--- src/rtl/memory_board.sv ---
// memory_board: turn controller for a 16-card memory game.
// A cursor walks the board, two picks per turn are presented to an external
// checker, and its verdict either retires the pair or shows it for a while
// before the turn passes to the other player.
// Optional feature: define TURN_TIMEOUT_EN to end a turn after TURN_TIMEOUT
// idle cycles in the pick phase.
module memory_board #(
    parameter logic [63:0] LAYOUT       = 64'h0123_4567_7654_3210,
    parameter int unsigned HOLD_CYCLES  = 25_000_000,
    parameter int unsigned TURN_TIMEOUT = 250_000_000
) (
    input  logic        clk,
    input  logic        rst,
    input  logic        btn_next,
    input  logic        btn_sel,
    input  logic        par,
    input  logic [1:0]  x,
    output logic [7:0]  counter,
    output logic [3:0]  state,
    output logic        select,
    output logic        empty,
    output logic        player,
    output logic [15:0] card_open,
    output logic [15:0] card_done,
    output logic        game_over
);

    typedef enum logic [2:0] {
        FIRST,
        SECOND,
        CHECK,
        SHOW,
        GAME_OVER
    } fsm_t;

    fsm_t        fsm;
    logic [3:0]  cursor;
    logic [3:0]  first_idx;
    logic [3:0]  second_idx;
    logic [31:0] hold;
    logic [3:0]  cursor_inc;
    logic [15:0] pair_mask;
    logic        in_pick;
    logic        pick_ok;
    logic        next_ok;

    function automatic logic [3:0] card_value(input logic [3:0] idx);
        return LAYOUT[{idx, 2'b00} +: 4];
    endfunction

    assign counter    = {4'b0000, cursor};
    assign empty      = ~(card_open[cursor] | card_done[cursor]);
    assign cursor_inc = cursor + 4'd1;
    assign pair_mask  = (16'd1 << first_idx) | (16'd1 << second_idx);
    assign in_pick    = (fsm == FIRST) || (fsm == SECOND);
    // A pick right after a select pulse is refused so pulses never abut.
    assign pick_ok    = in_pick && btn_sel && empty && !select;
    // A select press, accepted or not, always swallows a simultaneous next.
    assign next_ok    = in_pick && btn_next && !btn_sel;

`ifdef TURN_TIMEOUT_EN
    logic [31:0] idle;
    logic        timeout_hit;

    assign timeout_hit = in_pick && !pick_ok && !next_ok && (idle == TURN_TIMEOUT - 1);

    // Count idle cycles in the pick phase; any accepted button restarts the count.
    always_ff @(posedge clk or posedge rst) begin
        if (rst) begin
            idle <= '0;
        end else if (!in_pick || pick_ok || next_ok || timeout_hit || x[1]) begin
            idle <= '0;
        end else begin
            idle <= idle + 32'd1;
        end
    end
`else
    // Without the timeout feature the pick phase waits indefinitely.
    logic unused_timeout;
    assign unused_timeout = ^TURN_TIMEOUT;
`endif

    // Game state machine: cursor, picks, verdict handling, show timer, scoring.
    always_ff @(posedge clk or posedge rst) begin
        if (rst) begin
            fsm        <= FIRST;
            cursor     <= 4'd0;
            state      <= LAYOUT[3:0];
            select     <= 1'b0;
            player     <= 1'b0;
            card_open  <= '0;
            card_done  <= '0;
            game_over  <= 1'b0;
            hold       <= '0;
            first_idx  <= 4'd0;
            second_idx <= 4'd0;
        end else begin
            // NOTE: select defaults low every cycle so any set below lasts exactly one cycle;
            // all state here uses <= so every branch sees the pre-edge values.
            select <= 1'b0;
            if (x[1]) begin
                fsm       <= GAME_OVER;
                game_over <= 1'b1;
            end else begin
                case (fsm)
                    FIRST, SECOND: begin
                        if (pick_ok) begin
                            select            <= 1'b1;
                            card_open[cursor] <= 1'b1;
                            if (fsm == FIRST) begin
                                first_idx <= cursor;
                                fsm       <= SECOND;
                            end else begin
                                second_idx <= cursor;
                                fsm        <= CHECK;
                            end
                        end else if (next_ok) begin
                            cursor <= cursor_inc;
                            state  <= card_value(cursor_inc);
                        end
`ifdef TURN_TIMEOUT_EN
                        else if (timeout_hit) begin
                            card_open <= '0;
                            player    <= ~player;
                            fsm       <= FIRST;
                        end
`endif
                    end
                    CHECK: begin
                        if (x == 2'b01) begin
                            if (par) begin
                                card_done <= card_done | pair_mask;
                                card_open <= card_open & ~pair_mask;
                                if ((card_done | pair_mask) == 16'hFFFF) begin
                                    fsm       <= GAME_OVER;
                                    game_over <= 1'b1;
                                end else begin
                                    fsm <= FIRST;
                                end
                            end else begin
                                hold <= HOLD_CYCLES;
                                fsm  <= SHOW;
                            end
                        end
                    end
                    SHOW: begin
                        if (hold <= 32'd1) begin
                            card_open <= card_open & ~pair_mask;
                            player    <= ~player;
                            hold      <= '0;
                            fsm       <= FIRST;
                        end else begin
                            hold <= hold - 32'd1;
                        end
                    end
                    default: begin
                        // GAME_OVER is absorbing; everything stays frozen.
                    end
                endcase
            end
        end
    end

endmodule

--- config.mk ---
export PLATFORM = sky130hd
export DESIGN_NAME = memory_board
export DESIGN_NICKNAME = d
export VERILOG_FILES = /design/src/rtl/memory_board.sv
export SDC_FILE = /design/constraint.sdc
export NUM_CORES = 1
export LEC_CHECK = 0
export ABC_CLOCK_PERIOD_IN_PS = 3400
export BUFFER_PORTS_ARGS = -buffer_cell sky130_fd_sc_hd__buf_2
export CORE_UTILIZATION = 35
export CTS_CLUSTER_DIAMETER = 50
export DETAILED_ROUTE_END_ITERATION = 7
export PLACE_DENSITY = 0.55
export SLEW_MARGIN = 40
export SYNTH_ARGS = -nofsm -noshare
export SYNTH_HDL_FRONTEND = slang
export SYNTH_SLANG_ARGS = --single-unit
--- constraint.sdc ---
create_clock -name clk -period 3.4 [get_ports clk]
set_input_delay 0.68 -clock clk [delete_from_list [all_inputs] [get_ports clk]]
set_output_delay 0.68 -clock clk [all_outputs]
set_load 0.1 [all_outputs]
==> results of run 1 <==
==> worst register-to-register path, stage by stage (launching register included) <==
cell      delay (ns)
dfrtp_1         0.45
nor4_1          0.55
nand2_1         0.30
nand4b_2        0.32
buf_4           0.27
nor3_1          0.41
xor2_1          0.18
==> synth_stat cells (all sizes together) (6+ instances only) <==
library cell / number
clkbuf: 26
o2111ai: 6
a31oi: 7
or4: 7
a21oi: 34
o22a: 11
xnor2: 19
dfrtp: 85
a22oi: 13
nor2: 53
nor4: 17
a221o: 12
a2bb2oi: 10
nand4: 7
o21ai: 14
nand2: 23
mux2: 9
buf: 10
inv: 17
nor2b: 10
o21bai: 12
ha: 6
nand3: 16
nor3: 11
==> through the flow <==
stage | cell area, um^2 | power, mW | setup slack, ns
after floorplan | 4910 | 1.27 | 0.0128
after global placement | 5310 | 1.32 | 0.797
after detailed placement | 5320 | 1.32 | 0.741
after CTS | 5640 | 2.38 | 0.348
after global routing | 5640 | 2.43 | 0.210
final | 5640 | 2.36 | 0.363
==> cell type report <==
type                            instances  share of cell area
Clock buffer                           12              0.0473
Clock inverter                          4             0.00954
Inverter                               18              0.0122
Multi-Input combinational cell        377               0.453
Sequential cell                        85               0.377
Tap cell                              176              0.0391
Timing Repair Buffer                   61              0.0617
==> sequential cells by signal (all words and copies together), names as in the netlist <==
register    count
cursor          4
game_over       1
player          1
fsm             3
state           3
first_idx       4
card_done      16
card_open      16
select          1
hold           32
second_idx      4
==> cells in the final DEF (no fill, tap or decap), types with 5 or more instances in the layout <==
master      n
nand3_1    16
buf_4      11
dfrtp_1    85
mux2_2      9
xor2_1      5
o21ai_0    12
a22o_1      5
nor3_1     11
o2111ai_1   6
inv_1      16
o22a_1     11
conb_1      5
nor4_1     16
xnor2_1    19
ha_1        6
a21o_1      5
nand2_1    23
a221o_1    12
a31oi_1     6
nor2_1     52
or4_1       6
o211ai_1    5
o21bai_1   12
a22oi_1    13
nor2b_1    10
nand4_1     7
clkbuf_16   9
o22ai_1     5
a2bb2oi_1  10
a21oi_1    34
buf_2      49
==> path summary, 6_finish.rpt <==
check	from	endpoint	slack, ns	depth (start not counted)
worst max-delay path	cursor[1]	empty	0.36	5
worst min-delay path	rst	card_done[8]	0.39	2
worst max register to register	hold[16]	player	0.84	6
worst min register to register	player	player	0.47	1
max in group asynchronous	rst	hold[26]	2.34	3
min in group clk	player	player	0.47	1
==> logic make-up (layout without fill, tap and decap cells) <==
group / after synthesis / count (layout) / synth area share
and+or+nand+nor: 173 / 173 / 0.188
AOI/OAI and AO/OA: 156 / 156 / 0.231
DFF: 85 / 85 / 0.435
buffers and inverters: 54 / 95 / 0.0474
xor gates and xnor gates: 24 / 24 / 0.0430
muxes: 13 / 13 / 0.0392
adders and majority gates: 6 / 6 / 0.0154
other: 1 / 5 / 0.000768
==> metal layers <==
layer | routed length [um] | GRT usage | vias to the layer above
li1 | - | - | 1992
met1 | 6420 | 0.283 | 2127
met2 | 6140 | 0.303 | 127
met3 | 682 | 0.0413 | 20
met4 | 316 | 0.0883 | 0
met5 | 0 | 0 | -
==> power breakdown <==
group          internal [mW]  total, mW  switching, mW
sequential              1.02       1.04         0.0185
combinational         0.0486      0.256          0.207
clock                  0.632       1.06          0.427
total                   1.71       2.36          0.653
==> impl_metrics.toml, run 1 <==
[cts]
clkSinkCount = 85
post_cts_resized = 0
max-clock-path-buffers = 2
hold_buffers = 0
htree_levels = 3
post_cts_buffers = 0
numCtsBuffers = 9
root_buffer = "clkbuf_16"
cts_tree = "yes"
insertion_delay_ns = 0.35
clk_transition_reported_paths_ns = 0.06

[layout]
nets = 565
drive_gt1_frac = 0.187
stdcell_count = 733
utilization = 0.421
antenna_cells = 0
regArea_um2 = 2130
multi_input_area_um2 = 2550
area_growth_pct = 15.4
fillers = 1314

[global_route]
grt_first_pass_wirelength_mm = 22.7
gr-total-overflow = 0
grt_start_max_net_pins = 50
grt_pass1_vias = 4106
grt.total_usage = 0.203
antenna_found_initial = 0

[worst_setup_path]
cp_data_required_time_ns = 2.72
path_max_fanout = 7
worst-path-buf-inv = 2
worstPathArrival_ns = 2.36
path_class = "register to output pin"
end_kind = "output pin"
cpLargestDelayFamily = "buffers and inverters"
slowest_stage = "mux4_2"
slowest_delay_ns = 0.54
cp-start-kind = "register"
path_cells = "clkinv_1, mux4_2, o22ai_1, nor2_4, buf_2"

[pwr]
power_leakage_nw = 2.50
power.density_nw_per_um2 = 418
ir_drop_v = 0.000226

[timing]
holdWs_ns = 0.395
slew_headroom = 0.539
timing.setup.tns_ns = 0
slew_violations = 0
finalClockSkew_ns = 0.00603
hold_violations = 0
max_freq_ghz = 0.329
timing.final.crit_share = 0.893
worst_pin_slew_ns = 0.685
period_minus_slack_ns = 3.04
rsz0062_at_grt = "no"
final-setup-viol-count = 0

[routing]
drt-vias-per-instance = 5.82
first_iter_violations = 359
drt-total-wl_mm = 13.6
drc = 0
vias = 4266
drtAntennaViolNets = 0
wl_per_cell_um = 18.5
drt_pass1_iterations = 6

[synth]
synth_top_area_cell = "dfrtp_1"
synth_top_area_share = 0.435
ys_warn_count = 0
synthTopCellsByArea = "dfrtp_1 44%, nor2_1 4.1%, a21oi_1 3.5%"
synth_edf_count = 0
synthFlopType = "dfrtp_1"
async_flop_share = 1.00
synthCells = 512
synth_area_um2 = 4880
ys_seq_area_frac = 0.435
avgSynthCellArea_um2 = 9.54
synth_cell_types = 62
ys_ff_latch = 85

[floorplanning]
rows = 42
initial_core_util = 0.365
die_w_um = 120
core-area_um2 = 13400
io_pins = 55
die-area_um2 = 14400
die_h_um = 120

[place]
finalWeightedCongestion = 1.02
place_inst = 717
place_hpwl_mm = 9.91
io_buffer_count = 49

[min_path]
min_path_type = "input pin to asynchronous set/reset pin"

[flow_run]
maxCapViolations = 0

[run_status]
status = "complete, no violations"
Power figures use the tool's default switching activity.
==> inputs of run 2 (changes only) <==
--- a/config.mk
+++ b/config.mk
@@ -10,7 +10,9 @@
 export CORE_UTILIZATION = 35
 export CTS_CLUSTER_DIAMETER = 50
 export DETAILED_ROUTE_END_ITERATION = 7
+export MAX_ROUTING_LAYER = met4
 export PLACE_DENSITY = 0.55
+export REMOVE_ABC_BUFFERS = 1
 export SLEW_MARGIN = 40
 export SYNTH_ARGS = -nofsm -noshare
 export SYNTH_HDL_FRONTEND = slang
==> run 2 against run 1 <==
Compared with the run above:
- design area decreased by 1.3%
- maximum frequency decreased by 3.6%
- wire length about the same
- register-to-register slack got worse by 0.05 ns
- non-clock buffer count decreased by 4
- power decreased by 4.5%
- hold slack got worse by 0.097 ns
- global-route usage increased by 0.24 points
- critical path type unchanged
- combinational power decreased by 2%
- clock skew increased by 0.00082 ns
- clock power decreased by 10%
- via count increased by 0.16%
==> impl_metrics.toml, run 2 (synthesis gave the netlist of run 1 again) <==
[routing]
drt-vias-per-instance = 5.88
drt_pass1_iterations = 5
drt-total-wl_mm = 13.6
drtAntennaViolNets = 0
wl_per_cell_um = 18.6
drc = 0
first_iter_violations = 355
vias = 4273

[cts]
insertion_delay_ns = 0.34
htree_levels = 3
root_buffer = "clkbuf_16"
cts_tree = "yes"
post_cts_buffers = 0
clk_transition_reported_paths_ns = 0.06
numCtsBuffers = 9
max-clock-path-buffers = 2
clkSinkCount = 85

[worst_setup_path]
slowest_delay_ns = 0.53
worst-path-buf-inv = 2
cp-start-kind = "register"
cpLargestDelayFamily = "buffers and inverters"
path_cells = "clkinv_1, mux4_2, o22ai_1, nor2_1, buf_2"
path_class = "register to output pin"
slowest_stage = "mux4_2"
end_kind = "output pin"
path_max_fanout = 9
cp_data_required_time_ns = 2.72
worstPathArrival_ns = 2.47

[flow_run]
maxCapViolations = 0

[pwr]
p_int_mw = 1.65
switchingPower_mw = 0.599
ir_drop_v = 0.000233
switching_share = 0.266
seq_power_share = 0.465
power.density_nw_per_um2 = 405
combinationalPowerShare = 0.112
clkPwrFrac = 0.423
power_leakage_nw = 2.46

[layout]
drive_gt1_frac = 0.172
nets = 561
stdcell_count = 727
final_common_cell = "dfrtp_1"
fillers = 1312
antenna_cells = 0
top_register = "hold"
final_cell_mix = "85 x dfrtp_1, 53 x nor2_1, 49 x buf_2"
largest_register_ffs = 32
area_growth_pct = 13.9
reg_top3 = "hold (32), card_done (16), card_open (16)"
stdcell_area_um2 = 5560

[timing]
slew_violations = 0
timing.final.crit_share = 0.926
timing.setup.tns_ns = 0
rsz0062_at_grt = "no"
hold_violations = 0
final-setup-viol-count = 0
finalClockSkew_ns = 0.00685
slew_headroom = 0.482
period_minus_slack_ns = 3.15
worst_pin_slew_ns = 0.770
max_freq_ghz = 0.318

[floorplanning]
die_w_um = 120
core-area_um2 = 13400
rows = 42
initial_core_util = 0.365
die_h_um = 120
die-area_um2 = 14400
io_pins = 55

[place]
place_inst = 713
placed_cell_area_um2 = 5280
place_hpwl_mm = 9.88
finalWeightedCongestion = 0.991
io_buffer_count = 49

[run_status]
status = "complete, no violations"

[global_route]
gr-total-overflow = 0
grt.total_usage = 0.205
antenna_found_initial = 0
grt_pass1_vias = 4216
grt_first_pass_wirelength_mm = 22.4
grt_start_max_net_pins = 46

[min_path]
min_path_type = "input pin to asynchronous set/reset pin"
[run 2: cell types whose count changed in the layout (fill, tap and decap cells not counted)]
cell        previous run  this run
clkbuf_1               0         2
buf_4                 11         7
clkbuf_8               3         1
inv_6                  1         0
nor2_1                52        53
o22ai_2                0         1
o21ai_2                1         0
o22ai_1                5         4
nor2_4                 1         0
o21ai_1                1         2
clkinv_2               1         2
clkinvlp_4             2         0
[run 2: final cells by class]
cell class,count,area [um^2],share of cell area
Clock buffer,12,246,0.0443
Clock inverter,2,35.0,0.00630
Inverter,18,68.8,0.0124
Multi-Input combinational cell,377,2550,0.458
Sequential cell,85,2130,0.382
Tap cell,176,220,0.0396
Timing Repair Buffer,57,318,0.0571
[run 2: per-layer routing]
layer,vias to the layer above,global-route usage,share of wire
li1,1981,-,-
met1,2141,0.247,0.43
met2,132,0.342,0.51
met3,19,0.0475,0.049
met4,0,0.0609,0.016
met5,-,-,0
[run 2: stage by stage]
| step | power, mW | hold WS (ns) | setup WS (ns) | utilization |
|---|---|---|---|---|
| floorplan | 1.26 | 0.489 | -0.710 | - |
| global placement | 1.32 | 0.452 | 0.655 | 0.394 |
| detailed placement | 1.32 | 0.477 | 0.522 | 0.394 |
| CTS | 2.28 | 0.303 | 0.146 | 0.415 |
| global route | 2.33 | 0.318 | 0.0384 | 0.415 |
| finish | 2.25 | 0.297 | 0.251 | 0.415 |
[run 2: power by group through the flow]
| stage | logic [mW] | clock network (mW) | registers (mW) |
|---|---|---|---|
| 6_report | 0.252 | 0.953 | 1.05 |
| 3_5_place_dp | 0.253 | 0 | 1.06 |
| 5_1_grt | 0.267 | 1.02 | 1.05 |
| 2_1_floorplan | 0.108 | 0 | 1.15 |
| 4_1_cts | 0.253 | 0.984 | 1.05 |
| 3_3_place_gp | 0.253 | 0 | 1.06 |
[run 2: worst register-to-register path, stage by stage (launching register included)]
cell	delay [ns]
dfrtp_1	0.42
nor4_1	0.71
nand4_1	0.51
or4_1	0.57
a21oi_1	0.17
a2bb2oi_1	0.15
[run 2: path summary, 6_finish.rpt]
kind / from / end / slack, ns / cells past startpoint
max: cursor[1] / empty / 0.25 / 5
min in group clk: player / player / 0.47 / 1
max in group asynchronous: rst / second_idx[1] / 2.48 / 3
min: rst / hold[14] / 0.30 / 2
min reg2reg: player / player / 0.47 / 1
max reg2reg: hold[6] / hold[18] / 0.79 / 5
[run 2: what timing repair did]
item / CTS / global route
resized for setup: 0 / 1
setup endpoints to repair: 0 / 1
hold buffers: 0 / 0
==> inputs of run 3 (changes only) <==
--- a/config.mk
+++ b/config.mk
@@ -10,6 +10,7 @@
 export CORE_UTILIZATION = 35
 export CTS_CLUSTER_DIAMETER = 50
 export DETAILED_ROUTE_END_ITERATION = 7
+export GPL_TIMING_DRIVEN = 1
 export MAX_ROUTING_LAYER = met4
 export PLACE_DENSITY = 0.55
 export REMOVE_ABC_BUFFERS = 1
==> constraint.sdc (replaced) <==
create_clock -name clk -period 3.4 [get_ports clk]
set_input_delay 0.85 -clock clk [delete_from_list [all_inputs] [get_ports clk]]
set_output_delay 0.85 -clock clk [all_outputs]
set_load 0.1 [all_outputs]
==> run 3 against run 2 <==
Compared with the run above:
- via count is 1.0% lower
- combinational power increased by 2%
- worst setup slack worse by 0.010 ns
- non-clock buffer count up 6
- register-to-register slack worse by 0.03 ns
- global-route usage shrank 0.30 points
- power grew 5.2%
- clock-buffer cell count did not move
- critical endpoint unchanged
- largest cell class unchanged
==> impl_metrics.toml, run 3 (synthesis gave the netlist of run 1 again) <==
[run_status]
status = "complete, no violations"

[routing]
drtAntennaViolNets = 0
first_iter_violations = 323
drt_pass1_iterations = 5
drt-total-wl_mm = 13.4
drc = 0
wl_per_cell_um = 18.3
vias = 4230
drt-vias-per-instance = 5.76

[global_route]
busiest_layer = "met2"
grt_first_pass_wirelength_mm = 21.8
grt_util_met3 = 0.0418
grt_start_max_net_pins = 86
use_met2 = 0.338
grt.total_usage = 0.202
antenna_found_initial = 0
met1_usage = 0.247
gr-total-overflow = 0
grt_pass1_vias = 3974

[floorplanning]
die-area_um2 = 14400
die_h_um = 120
initial_core_util = 0.365
die_w_um = 120
io_pins = 55
rows = 42
core-area_um2 = 13400

[timing]
timing.setup.tns_ns = 0
slew_headroom = 0.503
rsz0062_at_grt = "no"
final-setup-viol-count = 0
period_minus_slack_ns = 3.16
timing.final.crit_share = 0.929
worst_pin_slew_ns = 0.739
hold_violations = 0
finalClockSkew_ns = 0.00778
slew_violations = 0
max_freq_ghz = 0.317

[layout]
final_cell_mix = "85 x dfrtp_1, 53 x nor2_1, 49 x buf_2"
nets = 567
top_register = "hold"
area_growth_pct = 15.6
final_common_cell = "dfrtp_1"
largest_register_ffs = 32
drive_gt1_frac = 0.184
antenna_cells = 0
reg_top3 = "hold (32), card_done (16), card_open (16)"

[worst_setup_path]
end_kind = "output pin"
crit_cells = 4
reg2reg_slack_ns = 0.76
r2r_cells = 5
worstPathArrival_ns = 2.31
path_cells = "mux4_2, o22ai_1, nor2_1, buf_2"
crit_start = "cursor[2]"
cp-endpoint = "empty"
cp-start-kind = "register"
slowest_stage = "dfrtp_1"
r2r-end = "card_open[10]"
path_class = "register to output pin"
slowest_delay_ns = 0.72
path_max_fanout = 16
worst-path-buf-inv = 1
r2r-start = "hold[12]"
cpLargestDelayFamily = "flip-flops"
cp_data_required_time_ns = 2.55

[pwr]
combinationalPowerShare = 0.108
clkPwrFrac = 0.452
power_leakage_nw = 2.51
p_total_mw = 2.37
ir_drop_v = 0.000230
p_int_mw = 1.75
power.density_nw_per_um2 = 419
switching_share = 0.259
switchingPower_mw = 0.614
seq_power_share = 0.439

[cts]
root_buffer = "clkbuf_16"
hold_buffers = 0
clk_transition_reported_paths_ns = 0.06
clkSinkCount = 85
max-clock-path-buffers = 2
insertion_delay_ns = 0.34
numCtsBuffers = 9
post_cts_resized = 0
htree_levels = 3
post_cts_buffers = 0
cts_tree = "yes"

[place]
io_buffer_count = 49
place_hpwl_mm = 9.83
finalWeightedCongestion = 0.977

[flow_run]
maxCapViolations = 0

[min_path]
min_path_type = "register to register"
==> run 3: cell types whose count changed in the layout (fill, tap and decap cells not counted), sizes merged <==
cell	before	now
buf	57	63
bufinv	1	2
clkinv	3	4
==> run 3: final cells by class <==
type                            count  area [um^2]
Clock inverter                      4         70.1
Multi-Input combinational cell    377         2540
Inverter                           18         68.8
Timing Repair Buffer               63          363
Sequential cell                    85         2130
Tap cell                          176          220
Fill cell                        1312         7750
Clock buffer                       12          256
==> run 3: how the worst min path moves through the flow <==
stage	start	to	depth (start not counted)	slack (ns)
after floorplan	hold[11]	hold[11]	2	0.49
after global placement	player	player	1	0.45
after detailed placement	player	player	1	0.45
after CTS	player	player	1	0.46
after global routing	player	player	1	0.47
final	player	player	1	0.46
==> run 3: worst reg2reg max path, cell delays in order, from the launching register on <==
cell and delay (ns):
dfrtp_1 0.41, or4_4 0.65, nor4b_2 0.33, nand4b_2 0.29, a211o_1 0.56, o22a_1 0.30
==> run 3: layer usage <==
metal  vias up  wire length, um
li1       2011                -
met1      2103             5820
met4         0              244
met5         -                0
met3        18              530
met2        98             6850
==> run 3: power by group through the flow <==
stage | logic [mW] | registers (mW) | clock network (mW)
6_report | 0.256 | 1.04 | 1.07
5_1_grt | 0.273 | 1.04 | 1.14
4_1_cts | 0.259 | 1.04 | 1.10
3_5_place_dp | 0.259 | 1.06 | 0
3_3_place_gp | 0.258 | 1.06 | 0
2_1_floorplan | 0.108 | 1.15 | 0
==> run 3: stage by stage <==
stage	hold WS, ns	area (um^2)	util	std cells	worst slack [ns]
2_1_floorplan	0.489	4740	-	480	-0.880
3_3_place_gp	0.452	5320	0.397	719	0.658
3_5_place_dp	0.451	5320	0.397	719	0.590
4_1_cts	0.463	5650	0.421	735	0.224
5_1_grt	0.474	5650	0.421	735	0.0779
6_report	0.459	5650	0.421	735	0.241
